--- src/rtl/leaf_pkg.sv ---
// Shared BFT packet layout for the leaf shell: field widths, bit offsets and a packing helper.
// Packets are {valid, dest_leaf, dest_port, addr, payload}, MSB first.
package leaf_pkg;

  localparam int PKT_PAYLOAD_BITS  = 32;
  localparam int PKT_LEAF_BITS     = 5;
  localparam int PKT_PORT_BITS     = 4;
  localparam int PKT_ADDR_BITS     = 7;
  localparam int PKT_PACKET_BITS   = 1 + PKT_LEAF_BITS + PKT_PORT_BITS + PKT_ADDR_BITS + PKT_PAYLOAD_BITS;

  localparam int PKT_PAYLOAD_LSB   = 0;
  localparam int PKT_ADDR_LSB      = PKT_PAYLOAD_LSB + PKT_PAYLOAD_BITS;
  localparam int PKT_PORT_LSB      = PKT_ADDR_LSB + PKT_ADDR_BITS;
  localparam int PKT_LEAF_LSB      = PKT_PORT_LSB + PKT_PORT_BITS;
  localparam int PKT_VALID_BIT     = PKT_LEAF_LSB + PKT_LEAF_BITS;

  function automatic logic [PKT_PACKET_BITS-1:0] pack_packet(
    input logic [PKT_LEAF_BITS-1:0]    dest_leaf,
    input logic [PKT_PORT_BITS-1:0]    dest_port,
    input logic [PKT_ADDR_BITS-1:0]    addr,
    input logic [PKT_PAYLOAD_BITS-1:0] payload
  );
    return {1'b1, dest_leaf, dest_port, addr, payload};
  endfunction

endpackage

--- src/rtl/leaf_out_fifo.sv ---
// Per-port synchronous FIFO with registered empty and ready (registered not-full) flags.
// Read data is the head word, visible combinationally so a pop can feed the packet register directly.
module leaf_out_fifo #(
  parameter int WIDTH = 32,
  parameter int DEPTH = 4
) (
  input  logic             clk,
  input  logic             rst,
  input  logic             wr_en_i,
  input  logic [WIDTH-1:0] wr_data_i,
  input  logic             rd_en_i,
  output logic [WIDTH-1:0] rd_data_o,
  output logic             empty_o,
  output logic             ready_o
);

  localparam int PTR_BITS = $clog2(DEPTH);

  logic [WIDTH-1:0]    mem_q [DEPTH];
  logic [PTR_BITS-1:0] wr_ptr_q, rd_ptr_q;
  logic [PTR_BITS:0]   count_q, count_d;
  logic                empty_q, ready_q;

  always_comb begin
    count_d = count_q + {{PTR_BITS{1'b0}}, wr_en_i} - {{PTR_BITS{1'b0}}, rd_en_i};
  end

  // ready resets low so the user sees no ack until the first edge after reset release
  always_ff @(posedge clk or posedge rst) begin
    if (rst) begin
      wr_ptr_q <= '0;
      rd_ptr_q <= '0;
      count_q  <= '0;
      empty_q  <= 1'b1;
      ready_q  <= 1'b0;
    end else begin
      if (wr_en_i) wr_ptr_q <= wr_ptr_q + PTR_BITS'(1);
      if (rd_en_i) rd_ptr_q <= rd_ptr_q + PTR_BITS'(1);
      count_q <= count_d;
      empty_q <= (count_d == '0);
      ready_q <= (count_d != (PTR_BITS+1)'(DEPTH));
    end
  end

  always_ff @(posedge clk) begin
    if (wr_en_i) mem_q[wr_ptr_q] <= wr_data_i;
  end

  assign rd_data_o = mem_q[rd_ptr_q];
  assign empty_o   = empty_q;
  assign ready_o   = ready_q;

endmodule

--- src/rtl/leaf_out_arbiter.sv ---
// Leaf output stage: per-port FIFOs round-robin merged into one BFT packet stream,
// with per-port destination config, destination credit tracking and BRAM address counters.
module leaf_out_arbiter
  import leaf_pkg::*;
#(
  parameter int PACKET_BITS           = PKT_PACKET_BITS,
  parameter int PAYLOAD_BITS          = PKT_PAYLOAD_BITS,
  parameter int NUM_LEAF_BITS         = PKT_LEAF_BITS,
  parameter int NUM_PORT_BITS         = PKT_PORT_BITS,
  parameter int NUM_ADDR_BITS         = PKT_ADDR_BITS,
  parameter int NUM_OUT_PORTS         = 5,
  parameter int FIFO_DEPTH            = 4,
  parameter int FREESPACE_UPDATE_SIZE = 64
) (
  input  logic                                  clk,
  input  logic                                  reset,
  input  logic [NUM_OUT_PORTS*PAYLOAD_BITS-1:0] din_leaf_user2interface,
  input  logic [NUM_OUT_PORTS-1:0]              vld_user2interface,
  output logic [NUM_OUT_PORTS-1:0]              ack_interface2user,
  input  logic                                  cfg_we,
  input  logic [NUM_PORT_BITS-1:0]              cfg_port,
  input  logic [NUM_LEAF_BITS-1:0]              cfg_dest_leaf,
  input  logic [NUM_PORT_BITS-1:0]              cfg_dest_port,
  input  logic                                  upd_vld,
  input  logic [NUM_PORT_BITS-1:0]              upd_port,
  input  logic                                  resend,
  output logic [PACKET_BITS-1:0]                dout_leaf_interface2bft
);

  localparam int MAX_CREDIT = 1 << NUM_ADDR_BITS;
  localparam int IDX_SPAN   = 1 << NUM_PORT_BITS;

  logic [NUM_OUT_PORTS-1:0] fifo_empty, eligible, pop;
  logic [PAYLOAD_BITS-1:0]  fifo_data [NUM_OUT_PORTS];
  logic [IDX_SPAN-1:0]      eligible_ext;

  logic [NUM_OUT_PORTS-1:0] configured_q;
  logic [NUM_LEAF_BITS-1:0] dest_leaf_q [NUM_OUT_PORTS];
  logic [NUM_PORT_BITS-1:0] dest_port_q [NUM_OUT_PORTS];
  logic [NUM_ADDR_BITS:0]   credit_q    [NUM_OUT_PORTS];
  logic [NUM_ADDR_BITS:0]   credit_d    [NUM_OUT_PORTS];
  logic [NUM_ADDR_BITS-1:0] addr_q      [NUM_OUT_PORTS];
  logic [NUM_PORT_BITS-1:0] last_grant_q, grant_idx;
  logic [NUM_PORT_BITS:0]   grant_sum;
  logic                     grant_vld;
  logic [PACKET_BITS-1:0]   packet_d, dout_q;
  int                       credit_sum;

  for (genvar gi = 0; gi < NUM_OUT_PORTS; gi++) begin : g_port
    leaf_out_fifo #(
      .WIDTH (PAYLOAD_BITS),
      .DEPTH (FIFO_DEPTH)
    ) u_fifo (
      .clk       (clk),
      .rst       (reset),
      .wr_en_i   (vld_user2interface[gi] & ack_interface2user[gi]),
      .wr_data_i (din_leaf_user2interface[gi*PAYLOAD_BITS +: PAYLOAD_BITS]),
      .rd_en_i   (pop[gi]),
      .rd_data_o (fifo_data[gi]),
      .empty_o   (fifo_empty[gi]),
      .ready_o   (ack_interface2user[gi])
    );

    assign eligible[gi] = !fifo_empty[gi] && configured_q[gi] && (credit_q[gi] != '0);
    assign pop[gi]      = grant_vld && (grant_idx == NUM_PORT_BITS'(gi));
  end

  assign eligible_ext = IDX_SPAN'(eligible);

  // Scan ports last_grant+1 .. last_grant+N (mod N); the first eligible one wins.
  always_comb begin
    grant_vld = 1'b0;
    grant_idx = '0;
    grant_sum = '0;
    for (int k = 1; k <= NUM_OUT_PORTS; k++) begin
      grant_sum = {1'b0, last_grant_q} + (NUM_PORT_BITS+1)'(k);
      if (grant_sum >= (NUM_PORT_BITS+1)'(NUM_OUT_PORTS))
        grant_sum = grant_sum - (NUM_PORT_BITS+1)'(NUM_OUT_PORTS);
      if (!grant_vld && !resend && eligible_ext[grant_sum[NUM_PORT_BITS-1:0]]) begin
        grant_vld = 1'b1;
        grant_idx = grant_sum[NUM_PORT_BITS-1:0];
      end
    end
  end

  always_comb begin
    packet_d = '0;
    for (int i = 0; i < NUM_OUT_PORTS; i++) begin
      if (pop[i])
        packet_d = {1'b1, dest_leaf_q[i], dest_port_q[i], addr_q[i], fifo_data[i]};
    end
  end

  // A send and a credit return on the same port net out before saturating.
  always_comb begin
    credit_sum = 0;
    for (int i = 0; i < NUM_OUT_PORTS; i++) begin
      credit_sum = int'(credit_q[i]) - (pop[i] ? 1 : 0)
                 + ((upd_vld && upd_port == NUM_PORT_BITS'(i)) ? FREESPACE_UPDATE_SIZE : 0);
      if (credit_sum > MAX_CREDIT) credit_sum = MAX_CREDIT;
      credit_d[i] = (NUM_ADDR_BITS+1)'(credit_sum);
    end
  end

  always_ff @(posedge clk or posedge reset) begin
    if (reset) begin
      for (int i = 0; i < NUM_OUT_PORTS; i++) begin
        configured_q[i] <= 1'b0;
        dest_leaf_q[i]  <= '0;
        dest_port_q[i]  <= '0;
        credit_q[i]     <= (NUM_ADDR_BITS+1)'(MAX_CREDIT);
        addr_q[i]       <= '0;
      end
      last_grant_q <= NUM_PORT_BITS'(NUM_OUT_PORTS - 1);
      dout_q       <= '0;
    end else begin
      for (int i = 0; i < NUM_OUT_PORTS; i++) begin
        if (cfg_we && cfg_port == NUM_PORT_BITS'(i)) begin
          configured_q[i] <= 1'b1;
          dest_leaf_q[i]  <= cfg_dest_leaf;
          dest_port_q[i]  <= cfg_dest_port;
        end
        credit_q[i] <= credit_d[i];
        if (pop[i]) addr_q[i] <= addr_q[i] + NUM_ADDR_BITS'(1);
      end
      if (grant_vld) last_grant_q <= grant_idx;
      dout_q <= packet_d;
    end
  end

  assign dout_leaf_interface2bft = dout_q;

endmodule

--- config.mk ---
export PLATFORM = sky130hd
export DESIGN_NAME = leaf_out_arbiter
export DESIGN_NICKNAME = d
export VERILOG_FILES = /design/src/rtl/leaf_pkg.sv /design/src/rtl/leaf_out_fifo.sv /design/src/rtl/leaf_out_arbiter.sv
export SDC_FILE = /design/constraint.sdc
export NUM_CORES = 1
export LEC_CHECK = 0
export BUFFER_PORTS_ARGS = -buffer_cell sky130_fd_sc_hd__buf_2
export CAP_MARGIN = 20
export CORE_MARGIN = 4
export CORE_UTILIZATION = 40
export DETAILED_ROUTE_END_ITERATION = 10
export GPL_ROUTABILITY_DRIVEN = 0
export HOLD_SLACK_MARGIN = 0.02
export MAX_ROUTING_LAYER = met4
export PLACE_DENSITY = 0.57
export SETUP_SLACK_MARGIN = 0.15
export SLEW_MARGIN = 10
export SYNTH_ARGS = -nofsm -noshare
export SYNTH_HDL_FRONTEND = slang
export SYNTH_SLANG_ARGS = --single-unit
--- constraint.sdc ---
create_clock -name clk -period 8 [get_ports clk]
set_clock_uncertainty 0.15 [all_clocks]
set_input_delay 1.6 -clock clk [delete_from_list [all_inputs] [get_ports clk]]
set_output_delay 1.6 -clock clk [all_outputs]
set_load 0.01 [all_outputs]
# After elaboration in Yosys (flattened, before gate mapping)
# Memory sizes are Yosys's and may differ from the RTL's.
# Cells that the tools add are included.
[totals]
input_bits = 187
register_bits = 223
out_inout_bits = 54
ram_bits = 640
mem_count = 5
[memory_table]
columns = ["memory", "words", "width", "read_ports", "rd_clocked_by_memory_dff", "write_ports", "line_no", "rtl"]
rows = [
  ["g_port[0].u_fifo.mem_q", 4, 32, 1, 0, 1, "leaf_out_fifo.sv:19", "logic [WIDTH-1:0] mem_q [DEPTH];"],
  ["g_port[1].u_fifo.mem_q", 4, 32, 1, 0, 1, "leaf_out_fifo.sv:19", ""],
  ["g_port[2].u_fifo.mem_q", 4, 32, 1, 0, 1, "leaf_out_fifo.sv:19", ""],
  ["g_port[3].u_fifo.mem_q", 4, 32, 1, 0, 1, "leaf_out_fifo.sv:19", ""],
  ["g_port[4].u_fifo.mem_q", 4, 32, 1, 0, 1, "leaf_out_fifo.sv:19", ""],
]
[op_classes]
n_reduce_logical = 57
bitwise_logic = 5
n_mux = 55
eq_ne = 17
n_addsub = 45
magnitude_cmp = 15
[ops]
columns = ["op", "n"]
rows = [
  ["$mux 49", 5],
  ["$add 9x8->10", 5],
  ["$gt 10x9->1 const B", 5],
  ["$sub 8x1->9", 5],
  ["$mux 4", 10],
  ["$mux 8", 5],
  ["$reduce_bool 8->1", 5],
  ["$add 7x1->7 const B", 5],
  ["$mux 7", 5],
  ["$logic_and 1x1->1", 34],
  ["$ge 5x3->1 const B", 5],
  ["$lt 4x5->1 const B", 5],
  ["$mux 1", 25],
  ["$eq 4x2->1 const B", 6],
  ["$add 2x1->2 const B", 10],
  ["$bmux 1 s4", 5],
  ["$sub 4x3->4 const B", 5],
  ["$add 3x1->3", 5],
  ["$logic_not 3->1", 5],
  ["$ne 3x3->1 const B", 5],
  ["$sub 3x1->3", 5],
  ["$eq 4x1->1 const B", 3],
  ["$eq 4x3->1 const B", 3],
  ["$logic_not 4->1", 3],
  ["5 further kinds", 20],
]

# Logic depth before layout (Yosys ltp)
# Gate-level depths: netlist of the first run.
[logic_depth]
depth_word = 30
depth_mapped = 25
depth_no_buf = 23

# Hierarchy
# From an unflattened synthesis of the first run, not the netlist that was laid out.
[hier_totals]
cells_unflattened = 2077
area_unflattened_um2 = 35949.5
[modules_own_cells]
columns = ["mod", "cells_each", "area_per_inst_um2", "n_inst"]
rows = [
  ["leaf_out_fifo", 205, 5116.2, 5],
  ["leaf_out_arbiter", 1052, 10368.7, 1],
]

# Least setup slack after synthesis of the first run
# Ideal clock, no wire load.
[synth_path]
path_kind = "register to register"
start = "reg last_grant_q[0]"
end = "reg credit_q[7] (netlist name)"
path_stages_with_launch = 26
arrival_time_ps = 5674
slack_ps = 2091
cell_sequence = "dfrtp_1 -> inv_1 -> clkbuf_1 -> ha_1 -> or2b_1 -> o21ai_1 -> and3_1 -> clkbuf_1 -> mux2_2 -> o2bb2a_1 -> nand4_1 -> a21oi_2 -> or2_2 -> buf_2 -> buf_1 -> ha_1 -> ha_1 -> nand2_1 -> nor3_1 -> xor2_1 -> ha_1 -> nor4b_1 -> nand3_1 -> a21oi_1 -> a21oi_1 -> or2_2"
[synth_lines]
columns = ["element", "line_no", "rtl"]
rows = [
  ["start: declaration", "leaf_out_arbiter.sv:43", "logic [NUM_PORT_BITS-1:0] last_grant_q, grant_idx;"],
  ["start signal: assignment", "leaf_out_arbiter.sv:114", "last_grant_q <= NUM_PORT_BITS'(NUM_OUT_PORTS - 1);"],
  ["start signal: assignment", "leaf_out_arbiter.sv:126", "if (grant_vld) last_grant_q <= grant_idx;"],
  ["end signal: indexed assignment", "leaf_out_arbiter.sv:111", "credit_q[i] <= (NUM_ADDR_BITS+1)'(MAX_CREDIT);"],
  ["end signal: indexed assignment", "leaf_out_arbiter.sv:123", "credit_q[i] <= credit_d[i];"],
  ["end: declaration", "leaf_out_arbiter.sv:40", "logic [NUM_ADDR_BITS:0] credit_q [NUM_OUT_PORTS];"],
]

==> results of run 1 <==
metrics by stage:
| stage | instances | setup WS [ns] | area [sq um] | utilization [%] | hold slack, ns |
|---|---|---|---|---|---|
| floorplan | 2024 | 0.162 | 36000 | - | 0.275 |
| global placement | 3364 | 1.43 | 38500 | 43.3 | 0.297 |
| detailed placement | 3364 | 1.26 | 38500 | 43.3 | 0.295 |
| CTS | 3538 | 1.22 | 41500 | 46.7 | 0.313 |
| global route | 3566 | 0.659 | 41600 | 46.9 | 0.332 |
| finish | 3568 | 1.08 | 41600 | 46.9 | 0.311 |
state kept, by name (all words and copies together) (netlist names), 5 cells and up:
name,cells
g_port.u_fifo.mem_q,640
g_port.u_fifo.empty_o,5
g_port.u_fifo.wr_ptr_q,10
g_port.u_fifo.rd_ptr_q,10
g_port.u_fifo.ready_o,5
dest_port_q,20
configured_q,5
g_port.u_fifo.count_q,15
addr_q,35
dest_leaf_q,25
dout_leaf_interface2bft,49
credit_q,40
Yosys cell counts (all sizes together) (3+ instances only):
library cell / number
a211o: 5
a211oi: 9
a21o: 3
a21oi: 34
a221oi: 3
a222oi: 13
a22oi: 81
a31o: 3
a31oi: 10
a41oi: 4
and2: 4
and3: 31
buf: 48
clkbuf: 46
dfrtp: 212
dfstp: 11
edfxtp: 640
fa: 5
ha: 70
inv: 54
mux2: 58
mux2i: 6
mux4: 160
nand2: 87
nand2b: 15
nand3: 23
nand3b: 7
nand4: 21
nand4b: 4
nor2: 76
nor2b: 16
nor3: 12
nor4: 16
o211ai: 40
o21ai: 32
o221ai: 3
o31ai: 5
or2: 9
or3: 7
or4: 4
xnor2: 77
xor2: 23
worst max-delay path by stage:
stage | end | slack [ns]
floorplan | addr_q[0] | 0.16
global placement | credit_q[39] | 1.43
detailed placement | credit_q[39] | 1.26
CTS | credit_q[39] | 1.22
global route | credit_q[39] | 0.66
finish | credit_q[39] | 1.08
worst max-delay path: cells and delay by family (launching register included):
kind                     cells  cell delay (ns)
buffers and inverters        3             0.80
AO/OA/AOI/OAI                5             1.18
AND/OR/NAND/NOR             10             2.47
adder cells (fa/ha/maj)      4             1.50
flip-flops                   1             0.61
XOR/XNOR                     1             0.14
logic make-up after synthesis:
logic type	synth area share, %
buf+inv	1.89
mux	12.0
flops	68.9
xor+xnor	2.47
simple gates	5.14
compound gates	6.85
fa+ha+maj	2.71
layout make-up:
cell class	instances	area, sq um	share of cell area [%]
diodes	26	65.1	0.156
clock buffers	136	2630	6.32
clock inverters	38	408	0.980
inverters	54	210	0.505
multi-input cells	1013	10500	25.3
flip-flops and latches	863	24800	59.6
well taps	1165	1460	3.50
repair buffers	273	1500	3.61
layer usage:
metal	vias up	share of wire, %	global-route usage, %
met4	0	2.5	4.84
met3	148	7.9	5.66
li1	8611	-	-
met1	9876	40	23.1
met2	529	50	30.9
met5	-	0	-
==> impl_metrics.xml, run 1 <==
<?xml version="1.0" encoding="UTF-8"?>
<metrics>
  <group name="status">
    <metric name="status" unit="">finished, final reports clean</metric>
  </group>
  <group name="critical_path">
    <metric name="timing.rr.end" unit="">credit_q[39]</metric>
    <metric name="cp_max_fo" unit="">19</metric>
    <metric name="critical-path-slowest-cell" unit="">ha_1</metric>
    <metric name="worstPathCellList" unit="">inv_1 &gt; ha_1 &gt; inv_1 &gt; nand3_1 &gt; a22oi_1 &gt; o22ai_1 &gt; and2_4 &gt; o221ai_4 &gt; or3_4 &gt; a211oi_4 &gt; nand2_2 &gt; inv_1 &gt; ha_1 &gt; ha_1 &gt; nor3b_1 &gt; nand2_1 &gt; xnor2_1 &gt; ha_1 &gt; nor4bb_1 &gt; nand3_1 &gt; a21oi_1 &gt; nor2_1 &gt; or2_2</metric>
    <metric name="arrival" unit="ns">7.34</metric>
    <metric name="worst_path_most_repeated_cell" unit="">ha_1</metric>
    <metric name="start_to_end_type_of_the_worst_setup_path" unit="">register to register</metric>
    <metric name="worst-r2r-setup-slack" unit="ns">1.08</metric>
    <metric name="worst_ep_required_time" unit="ns">8.41</metric>
    <metric name="worst_setup_path_end_kind" unit="">register</metric>
    <metric name="critical_path.startpoint_type" unit="">register</metric>
    <metric name="max_stage_delay" unit="ns">0.76</metric>
    <metric name="startpoint" unit="">last_grant_q[1]</metric>
    <metric name="worst_r2r_path_depth" unit="">23</metric>
    <metric name="timing.rr.start" unit="">last_grant_q[1]</metric>
  </group>
  <group name="detailed_routing">
    <metric name="drtAntennaViolNets" unit="">0</metric>
    <metric name="drt-vias-per-instance" unit="">5.37</metric>
    <metric name="drt_iter0_markers" unit="">1589</metric>
    <metric name="route.detailed.wl_per_inst" unit="um">24.3</metric>
    <metric name="post_route_wl" unit="um">86600</metric>
    <metric name="detailroute.via_count" unit="">19200</metric>
    <metric name="post-route-drc-count" unit="">0</metric>
    <metric name="detailedRoute.firstPassIterationCount" unit="">6</metric>
  </group>
  <group name="clock_network">
    <metric name="root_buffer_master" unit="">clkbuf_16</metric>
    <metric name="max-clock-path-buffers" unit="">3</metric>
    <metric name="post_cts_buffers" unit="">0</metric>
    <metric name="worst_skew_pair.late_latency" unit="ns">0.66</metric>
    <metric name="cts_resized" unit="">0</metric>
    <metric name="cts_htree_levels" unit="">3</metric>
    <metric name="post_cts_hold_buffer_count" unit="">0</metric>
    <metric name="clock_tree_from_tritoncts" unit="">built</metric>
    <metric name="clock_sink_count" unit="">863</metric>
    <metric name="cts_inserted_buffers" unit="">93</metric>
    <metric name="cts.reportedPaths.clkPinSlew" unit="ns">0.06</metric>
  </group>
  <group name="sta">
    <metric name="max_slew.worst_pin.slew" unit="ns">1.07</metric>
    <metric name="report.final.hold_viol_count" unit="">0</metric>
    <metric name="final_report_max_slew_violation_count" unit="">0</metric>
    <metric name="min_clock_period_post_route" unit="ns">6.92</metric>
    <metric name="period_share" unit="%">86.5</metric>
    <metric name="max_slew_margin" unit="%">28.7</metric>
    <metric name="endpoints_failing_setup" unit="">0</metric>
    <metric name="fmaxAchievable" unit="MHz">144</metric>
    <metric name="rsz_0062_raised_after_global_routing" unit="">no</metric>
    <metric name="timing.setup.tns" unit="ns">0</metric>
  </group>
  <group name="synthesis">
    <metric name="synth-seq-cells" unit="">863</metric>
    <metric name="yosysSeqAreaShare" unit="%">68.9</metric>
    <metric name="top_post_synthesis_cells_by_area" unit="">edfxtp_1 (53%), dfrtp_1 (15%), mux4_2 (10%)</metric>
    <metric name="synthFlopType" unit="">edfxtp_1</metric>
    <metric name="yosys.area.top_type" unit="">edfxtp_1</metric>
    <metric name="synth_top_cell_area_share" unit="%">53.4</metric>
    <metric name="number_of_synthesized_flops_with_an_enable_pin" unit="">640</metric>
    <metric name="synth_area_per_cell" unit="sq um">17.8</metric>
    <metric name="async_reset_ff_share" unit="%">25.8</metric>
    <metric name="postSynthCellCount" unit="">2024</metric>
    <metric name="post_synthesis_cell_type_count" unit="">99</metric>
    <metric name="yosysWarningCount" unit="">0</metric>
    <metric name="synthesis.area" unit="sq mm">0.0360</metric>
    <metric name="synth.net_count" unit="">2286</metric>
  </group>
  <group name="finish">
    <metric name="layout.cells.most_common_list" unit="">edfxtp_1 (640), buf_2 (240), dfrtp_1 (206)</metric>
    <metric name="syn2layout_area_growth" unit="%">15.6</metric>
    <metric name="finalNetCount" unit="">2560</metric>
    <metric name="filler_cell_count" unit="">7535</metric>
    <metric name="most_common_library_cell_in_the_layout_ignoring_fill_and_taps" unit="">edfxtp_1</metric>
    <metric name="drive_gt1_share" unit="%">32.8</metric>
  </group>
  <group name="grt">
    <metric name="grt_pass1_vias" unit="">20000</metric>
    <metric name="grt.overflow.total" unit="">0</metric>
    <metric name="grt_start_max_net_pins" unit="">124</metric>
    <metric name="number_of_antenna_violations_at_the_first_check_in_global_routing" unit="">39</metric>
    <metric name="grt_util_all_layers" unit="%">18.9</metric>
    <metric name="grt_pass1_wl" unit="um">129000</metric>
  </group>
  <group name="floorplan">
    <metric name="ios" unit="">241</metric>
    <metric name="initial_utilization" unit="%">40.5</metric>
    <metric name="die_height" unit="um">308</metric>
    <metric name="die_area" unit="sq mm">0.0949</metric>
    <metric name="fp-row-count" unit="">109</metric>
    <metric name="die_width" unit="um">308</metric>
    <metric name="design.core.area" unit="sq mm">0.0888</metric>
  </group>
  <group name="worst_hold_path">
    <metric name="worstHoldEndpoint" unit="">configured_q[4]</metric>
    <metric name="timing.hold.worst.class" unit="">register to register</metric>
    <metric name="hold_depth" unit="">1</metric>
    <metric name="holdCritStartpoint" unit="">configured_q[4]</metric>
  </group>
  <group name="placement">
    <metric name="dpl.hpwl" unit="um">56100</metric>
    <metric name="portBuffers" unit="">240</metric>
  </group>
  <group name="run">
    <metric name="timing.max_cap.violations" unit="">0</metric>
  </group>
</metrics>
Power of run 1 is not shown: default switching activity piles up to over one toggle a cycle in this logic, so the estimate is an artifact.
==> run 2, diff against run 1 <==
- CORE_UTILIZATION: 40 -> 45
- PLACE_DENSITY: 0.57 -> 0.63
==> impl_metrics.xml, run 2 (same netlist as run 1, synthesis figures left out) <==
<?xml version="1.0" encoding="UTF-8"?>
<metrics>
  <group name="detailed_routing">
    <metric name="detailedRoute.firstPassIterationCount" unit="">5</metric>
    <metric name="drtAntennaViolNets" unit="">0</metric>
    <metric name="post-route-drc-count" unit="">0</metric>
    <metric name="detailroute.via_count" unit="">19400</metric>
    <metric name="route.detailed.wl_per_inst" unit="um">24.6</metric>
    <metric name="drt-vias-per-instance" unit="">5.62</metric>
    <metric name="drt_iter0_markers" unit="">1672</metric>
    <metric name="post_route_wl" unit="um">84800</metric>
  </group>
  <group name="finish">
    <metric name="syn2layout_area_growth" unit="%">15.7</metric>
    <metric name="finalInstanceArea" unit="sq mm">0.0417</metric>
    <metric name="drive_gt1_share" unit="%">32.8</metric>
    <metric name="final_util" unit="%">52.7</metric>
    <metric name="layout.cells.most_common_list" unit="">edfxtp_1 (640), buf_2 (240), dfrtp_1 (206)</metric>
    <metric name="finalNetCount" unit="">2563</metric>
    <metric name="most_common_library_cell_in_the_layout_ignoring_fill_and_taps" unit="">edfxtp_1</metric>
    <metric name="stdcell_count" unit="">3453</metric>
    <metric name="largest_register_ff_count" unit="">640</metric>
    <metric name="largest-register" unit="">g_port.u_fifo.mem_q</metric>
  </group>
  <group name="critical_path">
    <metric name="max_stage_delay" unit="ns">0.70</metric>
    <metric name="worst-r2r-setup-slack" unit="ns">0.91</metric>
    <metric name="worst_ep_required_time" unit="ns">8.41</metric>
    <metric name="critical-path-slowest-cell" unit="">ha_1</metric>
    <metric name="worstSetupEndpoint" unit="">credit_q[39]</metric>
    <metric name="timing.rr.end" unit="">credit_q[39]</metric>
    <metric name="worst_setup_path_end_kind" unit="">register</metric>
    <metric name="cp_max_fo" unit="">15</metric>
    <metric name="path_delay_family" unit="">simple AND/OR/NAND/NOR gates</metric>
    <metric name="worst_r2r_path_depth" unit="">24</metric>
    <metric name="worstSetupPathDepth" unit="">24</metric>
    <metric name="timing.rr.start" unit="">last_grant_q[1]</metric>
    <metric name="start_to_end_type_of_the_worst_setup_path" unit="">register to register</metric>
    <metric name="worst_path_most_repeated_cell" unit="">ha_1</metric>
    <metric name="critical_path.startpoint_type" unit="">register</metric>
    <metric name="startpoint" unit="">last_grant_q[1]</metric>
    <metric name="path_buf_inv" unit="">3</metric>
    <metric name="arrival" unit="ns">7.50</metric>
    <metric name="worstPathCellList" unit="">inv_1 &gt; ha_1 &gt; buf_4 &gt; nor2_1 &gt; o21ai_0 &gt; a22oi_1 &gt; o22ai_1 &gt; and2_4 &gt; o221ai_4 &gt; or3_4 &gt; a211oi_4 &gt; nand2_2 &gt; inv_1 &gt; ha_1 &gt; ha_1 &gt; nor3b_1 &gt; nand2_1 &gt; xnor2_1 &gt; ha_1 &gt; nor4bb_1 &gt; nand3_1 &gt; a21oi_1 &gt; nor2_1 &gt; or2_2</metric>
  </group>
  <group name="clock_network">
    <metric name="clock_sink_count" unit="">863</metric>
    <metric name="cts_inserted_buffers" unit="">92</metric>
    <metric name="post_cts_buffers" unit="">0</metric>
    <metric name="root_buffer_master" unit="">clkbuf_16</metric>
    <metric name="post_cts_hold_buffer_count" unit="">0</metric>
    <metric name="clock_tree_from_tritoncts" unit="">built</metric>
    <metric name="worst_skew_pair.late_latency" unit="ns">0.65</metric>
    <metric name="cts_htree_levels" unit="">3</metric>
    <metric name="cts.reportedPaths.clkPinSlew" unit="ns">0.06</metric>
    <metric name="max-clock-path-buffers" unit="">3</metric>
    <metric name="cts_resized" unit="">0</metric>
  </group>
  <group name="grt">
    <metric name="grt_start_max_net_pins" unit="">103</metric>
    <metric name="number_of_antenna_violations_at_the_first_check_in_global_routing" unit="">31</metric>
    <metric name="grt_pass1_wl" unit="um">128000</metric>
    <metric name="grt_pass1_vias" unit="">20000</metric>
    <metric name="grt.overflow.total" unit="">0</metric>
    <metric name="grt_util_all_layers" unit="%">20.6</metric>
  </group>
  <group name="worst_hold_path">
    <metric name="holdCritStartpoint" unit="">addr_q[6]</metric>
    <metric name="timing.hold.worst.class" unit="">register to register</metric>
  </group>
  <group name="placement">
    <metric name="dpl.hpwl" unit="um">55000</metric>
    <metric name="placedInstanceArea" unit="sq mm">0.0384</metric>
    <metric name="portBuffers" unit="">240</metric>
    <metric name="dp.cells" unit="">3256</metric>
  </group>
  <group name="sta">
    <metric name="min_clock_period_post_route" unit="ns">7.09</metric>
    <metric name="endpoints_failing_setup" unit="">0</metric>
    <metric name="report.final.hold_viol_count" unit="">0</metric>
    <metric name="fmaxAchievable" unit="MHz">141</metric>
    <metric name="rsz_0062_raised_after_global_routing" unit="">no</metric>
    <metric name="timing.setup.tns" unit="ns">0</metric>
    <metric name="max_slew.worst_pin.slew" unit="ns">1.04</metric>
    <metric name="max_slew_margin" unit="%">30.1</metric>
    <metric name="final_report_max_slew_violation_count" unit="">0</metric>
    <metric name="period_share" unit="%">88.7</metric>
  </group>
  <group name="status">
    <metric name="status" unit="">finished, final reports clean</metric>
  </group>
  <group name="run">
    <metric name="timing.max_cap.violations" unit="">0</metric>
  </group>
  <group name="floorplan">
    <metric name="ios" unit="">241</metric>
    <metric name="fp-row-count" unit="">103</metric>
    <metric name="design.core.area" unit="sq mm">0.0791</metric>
    <metric name="initial_utilization" unit="%">45.5</metric>
    <metric name="die_area" unit="sq mm">0.0846</metric>
    <metric name="die_height" unit="um">291</metric>
    <metric name="die_width" unit="um">291</metric>
  </group>
</metrics>
run 2: cell types whose count changed in the layout (fill, tap and decap cells not counted), sizes merged:
cell    previous run  this run
buf              273       277
clkbuf           136       122
diode             26        24
bufinv             4        12
clkinv            30        35
inv               56        55
run 2: how the worst min path moves through the flow:
stage,depth (start not counted),end,slack (ns)
finish,1,addr_q[6],0.31
global route,1,addr_q[6],0.35
CTS,1,addr_q[6],0.32
detailed placement,1,configured_q[2],0.31
global placement,1,configured_q[3],0.30
floorplan,2,configured_q[0],0.28
run 2: cell type report:
type	instances	area, sq um
antenna	24	60.1
clock buffer	122	2570
clock inverter	50	648
fill	6328	37500
inverter	54	210
multi-input combinational	1013	10500
sequential	863	24800
tap	1050	1310
timing repair buffer	277	1520
run 2: per-stage QoR:
step | hold slack (ns) | worst slack (ns)
final | 0.315 | 0.906
after floorplan | 0.275 | 0.162
after detailed placement | 0.306 | 1.00
after CTS | 0.318 | 0.996
after global placement | 0.302 | 1.29
after global routing | 0.346 | 0.486
run 2: layer usage:
layer | part of all wire [%] | vias to the layer above | wire (um) | track usage [%]
met2 | 51 | 591 | 43400 | 34.1
met5 | 0 | - | 0 | -
li1 | - | 8606 | - | -
met4 | 2.2 | 0 | 1910 | 4.66
met1 | 39 | 10100 | 33300 | 25.5
met3 | 7.3 | 129 | 6170 | 5.59
run 2: worst reg2reg max path: stages (launching register included):
cell	delay (ns)
dfrtp_1	0.61
inv_1	0.27
ha_1	0.70
buf_4	0.28
nor2_1	0.09
o21ai_0	0.24
a22oi_1	0.14
o22ai_1	0.46
and2_4	0.26
o221ai_4	0.19
or3_4	0.47
a211oi_4	0.38
nand2_2	0.18
inv_1	0.12
ha_1	0.21
ha_1	0.27
nor3b_1	0.43
nand2_1	0.15
xnor2_1	0.15
ha_1	0.29
nor4bb_1	0.27
nand3_1	0.11
a21oi_1	0.16
nor2_1	0.14
or2_2	0.30
Power of run 2 is left out for the same reason.
==> run 3, diff against run 2 <==
- ABC_AREA: not set -> 1
==> impl_metrics.xml, run 3 <==
<?xml version="1.0" encoding="UTF-8"?>
<metrics>
  <group name="status">
    <metric name="status" unit="">finished, final reports clean</metric>
  </group>
  <group name="detailed_routing">
    <metric name="detailedRoute.firstPassIterationCount" unit="">6</metric>
    <metric name="post-route-drc-count" unit="">0</metric>
    <metric name="drt_iter0_markers" unit="">2059</metric>
    <metric name="detailroute.via_count" unit="">23400</metric>
    <metric name="post_route_wl" unit="um">88900</metric>
    <metric name="drtAntennaViolNets" unit="">0</metric>
    <metric name="route.detailed.wl_per_inst" unit="um">19.9</metric>
    <metric name="drt-vias-per-instance" unit="">5.25</metric>
  </group>
  <group name="sta">
    <metric name="whs" unit="ns">0.300</metric>
    <metric name="report.final.hold_viol_count" unit="">0</metric>
    <metric name="max_slew_margin" unit="%">28.1</metric>
    <metric name="min_clock_period_post_route" unit="ns">6.13</metric>
    <metric name="final_report_max_slew_violation_count" unit="">0</metric>
    <metric name="endpoints_failing_setup" unit="">0</metric>
    <metric name="period_share" unit="%">76.7</metric>
    <metric name="max_slew.worst_pin.slew" unit="ns">1.08</metric>
    <metric name="fmaxAchievable" unit="MHz">163</metric>
    <metric name="rsz_0062_raised_after_global_routing" unit="">no</metric>
    <metric name="timing.setup.tns" unit="ns">0</metric>
  </group>
  <group name="finish">
    <metric name="finalNetCount" unit="">3560</metric>
    <metric name="drive_gt1_share" unit="%">15.3</metric>
    <metric name="layout.cells.most_common_list" unit="">edfxtp_1 (640), nand2_1 (517), nor2_1 (367)</metric>
    <metric name="syn2layout_area_growth" unit="%">15.6</metric>
    <metric name="largest_register_ff_count" unit="">640</metric>
    <metric name="finalInstanceArea" unit="sq mm">0.0415</metric>
    <metric name="largest-register" unit="">g_port.u_fifo.mem_q</metric>
    <metric name="most_common_library_cell_in_the_layout_ignoring_fill_and_taps" unit="">edfxtp_1</metric>
  </group>
  <group name="critical_path">
    <metric name="cp_max_fo" unit="">41</metric>
    <metric name="critical-path-slowest-cell" unit="">dfrtp_1</metric>
    <metric name="worst_path_most_repeated_cell" unit="">nand2_1</metric>
    <metric name="arrival" unit="ns">6.53</metric>
    <metric name="worst_ep_required_time" unit="ns">8.39</metric>
    <metric name="worst_setup_path_end_kind" unit="">register</metric>
    <metric name="max_stage_delay" unit="ns">0.72</metric>
    <metric name="critical_path.startpoint_type" unit="">register</metric>
    <metric name="start_to_end_type_of_the_worst_setup_path" unit="">register to register</metric>
  </group>
  <group name="floorplan">
    <metric name="design.core.area" unit="sq mm">0.0790</metric>
    <metric name="ios" unit="">241</metric>
    <metric name="die_width" unit="um">291</metric>
    <metric name="die_area" unit="sq mm">0.0844</metric>
    <metric name="die_height" unit="um">291</metric>
    <metric name="fp-row-count" unit="">103</metric>
    <metric name="initial_utilization" unit="%">45.5</metric>
  </group>
  <group name="clock_network">
    <metric name="cts.reportedPaths.clkPinSlew" unit="ns">0.06</metric>
    <metric name="post_cts_hold_buffer_count" unit="">0</metric>
    <metric name="worst_skew_pair.late_latency" unit="ns">0.64</metric>
    <metric name="clock_tree_from_tritoncts" unit="">built</metric>
    <metric name="clock_sink_count" unit="">863</metric>
    <metric name="cts_inserted_buffers" unit="">89</metric>
    <metric name="cts_htree_levels" unit="">3</metric>
    <metric name="cts_resized" unit="">0</metric>
    <metric name="root_buffer_master" unit="">clkbuf_16</metric>
    <metric name="post_cts_buffers" unit="">0</metric>
    <metric name="max-clock-path-buffers" unit="">3</metric>
  </group>
  <group name="synthesis">
    <metric name="synth.net_count" unit="">3327</metric>
    <metric name="synth_xor_area_share" unit="%">2.16</metric>
    <metric name="yosysSeqAreaShare" unit="%">69.1</metric>
    <metric name="async_reset_ff_share" unit="%">25.8</metric>
    <metric name="postSynthCellCount" unit="">3065</metric>
    <metric name="synth_top_cells_by_count" unit="">edfxtp_1 (640), nand2_1 (518), nor2_1 (387)</metric>
    <metric name="synth_simple_gate_area_share" unit="%">12.7</metric>
    <metric name="dominant_combinational_cell_family_by_area_after_synthesis" unit="">simple AND/OR/NAND/NOR gates</metric>
    <metric name="post-synth-top-count-cell" unit="">edfxtp_1</metric>
    <metric name="synthesis.area" unit="sq mm">0.0359</metric>
    <metric name="yosys.area.top_type" unit="">edfxtp_1</metric>
    <metric name="synth_adder_area_share" unit="%">2.72</metric>
    <metric name="synth_top_cell_area_share" unit="%">53.5</metric>
    <metric name="synth_area_per_cell" unit="sq um">11.7</metric>
    <metric name="yosys-mux-area-fraction" unit="%">0</metric>
    <metric name="synthFlopType" unit="">edfxtp_1</metric>
    <metric name="synth_compound_gate_area_share" unit="%">9.22</metric>
    <metric name="top_post_synthesis_cells_by_area" unit="">edfxtp_1 (54%), dfrtp_1 (15%), nand2_1 (5.4%)</metric>
    <metric name="number_of_synthesized_flops_with_an_enable_pin" unit="">640</metric>
    <metric name="synth-seq-cells" unit="">863</metric>
    <metric name="post_synthesis_cell_type_count" unit="">47</metric>
    <metric name="yosysWarningCount" unit="">0</metric>
  </group>
  <group name="grt">
    <metric name="global_route.peak_usage_layer" unit="">met2</metric>
    <metric name="met2_usage" unit="%">31.1</metric>
    <metric name="grt_pass1_wl" unit="um">134000</metric>
    <metric name="fraction_of_met1_tracks_used_by_global_routing" unit="%">29.3</metric>
    <metric name="globalRouteMet3Util" unit="%">5.14</metric>
    <metric name="grt.overflow.total" unit="">0</metric>
    <metric name="grt_util_all_layers" unit="%">21.2</metric>
    <metric name="number_of_antenna_violations_at_the_first_check_in_global_routing" unit="">36</metric>
    <metric name="grt_start_max_net_pins" unit="">128</metric>
    <metric name="grt_pass1_vias" unit="">22000</metric>
  </group>
  <group name="power_and_ir_drop">
    <metric name="max-vdd-ir-drop" unit="uV">213</metric>
    <metric name="leakagePower" unit="uW">0.0164</metric>
    <metric name="power_frac_clock" unit="%">37.2</metric>
    <metric name="fin_total_pwr" unit="uW">11300</metric>
    <metric name="power.switching_fraction" unit="%">24.8</metric>
    <metric name="p_int" unit="uW">8490</metric>
    <metric name="p_comb_share" unit="%">11.2</metric>
    <metric name="seqPwrFrac" unit="%">51.6</metric>
    <metric name="power.density_cell_area" unit="mW/mm^2">272</metric>
    <metric name="power.net_switching" unit="uW">2790</metric>
  </group>
  <group name="placement">
    <metric name="portBuffers" unit="">240</metric>
    <metric name="placedInstanceArea" unit="sq mm">0.0382</metric>
    <metric name="dpl.hpwl" unit="um">56900</metric>
  </group>
  <group name="worst_hold_path">
    <metric name="timing.hold.worst.class" unit="">register to register</metric>
  </group>
  <group name="run">
    <metric name="timing.max_cap.violations" unit="">0</metric>
  </group>
</metrics>
[run 3: changes by cell type after synthesis, sizes merged, moves of 81 or more]
cell	change
mux4	-160
a22oi	-81
nand2	+442
nor2	+322
inv	+174
o21ai	+331
o22ai	+127
[run 3: through the flow]
stage               std cells  setup slack (ns)  utilization (%)
finish                   4458              1.87             52.6
global route             4450              1.22             52.5
CTS                      4412              1.85             52.2
detailed placement       4247              1.88             48.3
global placement         4246              2.06             48.3
floorplan                3065             0.162                -
[run 3: critical path, delay by kind of cell (launching register included)]
family	cells	cell delay, ns
AO/OA/AOI/OAI	4	0.63
XOR/XNOR	1	0.16
adder cells (fa/ha/maj)	4	1.14
buffers and inverters	6	1.03
flip-flops	1	0.72
AND/OR/NAND/NOR	16	2.20
[run 3: cell type report]
| cell class | instances | area, sq um |
|---|---|---|
| multi-input combinational | 1835 | 9730 |
| clock inverter | 39 | 443 |
| clock buffer | 126 | 2580 |
| tap | 1050 | 1310 |
| inverter | 230 | 878 |
| sequential | 863 | 24800 |
| timing repair buffer | 279 | 1670 |
| fill | 6727 | 37500 |
| antenna | 36 | 90.1 |
[run 3: cells by family after synthesis]
kind of cell	Yosys count
AND/OR/NAND/NOR	1090
AO/OA/AOI/OAI	584
adder cells (fa/ha/maj)	75
buffers and inverters	367
flip-flops	863
XOR/XNOR	86
[run 3: power by group through the flow]
stage | registers [uW] | clock network, uW | logic (uW)
2_1_floorplan | 5890 | 0 | 775
3_3_place_gp | 5900 | 0 | 1220
3_5_place_dp | 5910 | 0 | 1260
4_1_cts | 5830 | 4290 | 1260
5_1_grt | 5880 | 4480 | 1430
6_report | 5820 | 4200 | 1260
[run 3: layer usage]
layer | part of all wire, % | vias to the layer above
li1 | - | 11200
met1 | 44 | 11400
met2 | 45 | 659
met3 | 7.7 | 137
met4 | 2.8 | 0
met5 | 0 | -
[run 3: path summary, 6_finish.rpt]
check / end / slack (ns) / from / cells after the start
worst max-delay path: credit_q[12] / 1.87 / last_grant_q[0] / 31
worst min-delay path: configured_q[1] / 0.30 / configured_q[1] / 2
worst max register to register: credit_q[12] / 1.87 / last_grant_q[0] / 31
worst min register to register: configured_q[1] / 0.30 / configured_q[1] / 2
max in group asynchronous: g_port[1].u_fifo.rd_ptr_q[0] / 5.50 / reset / 3
min in group asynchronous: g_port[1].u_fifo.count_q[1] / 0.89 / reset / 2
(Power assumes the default switching activity.)
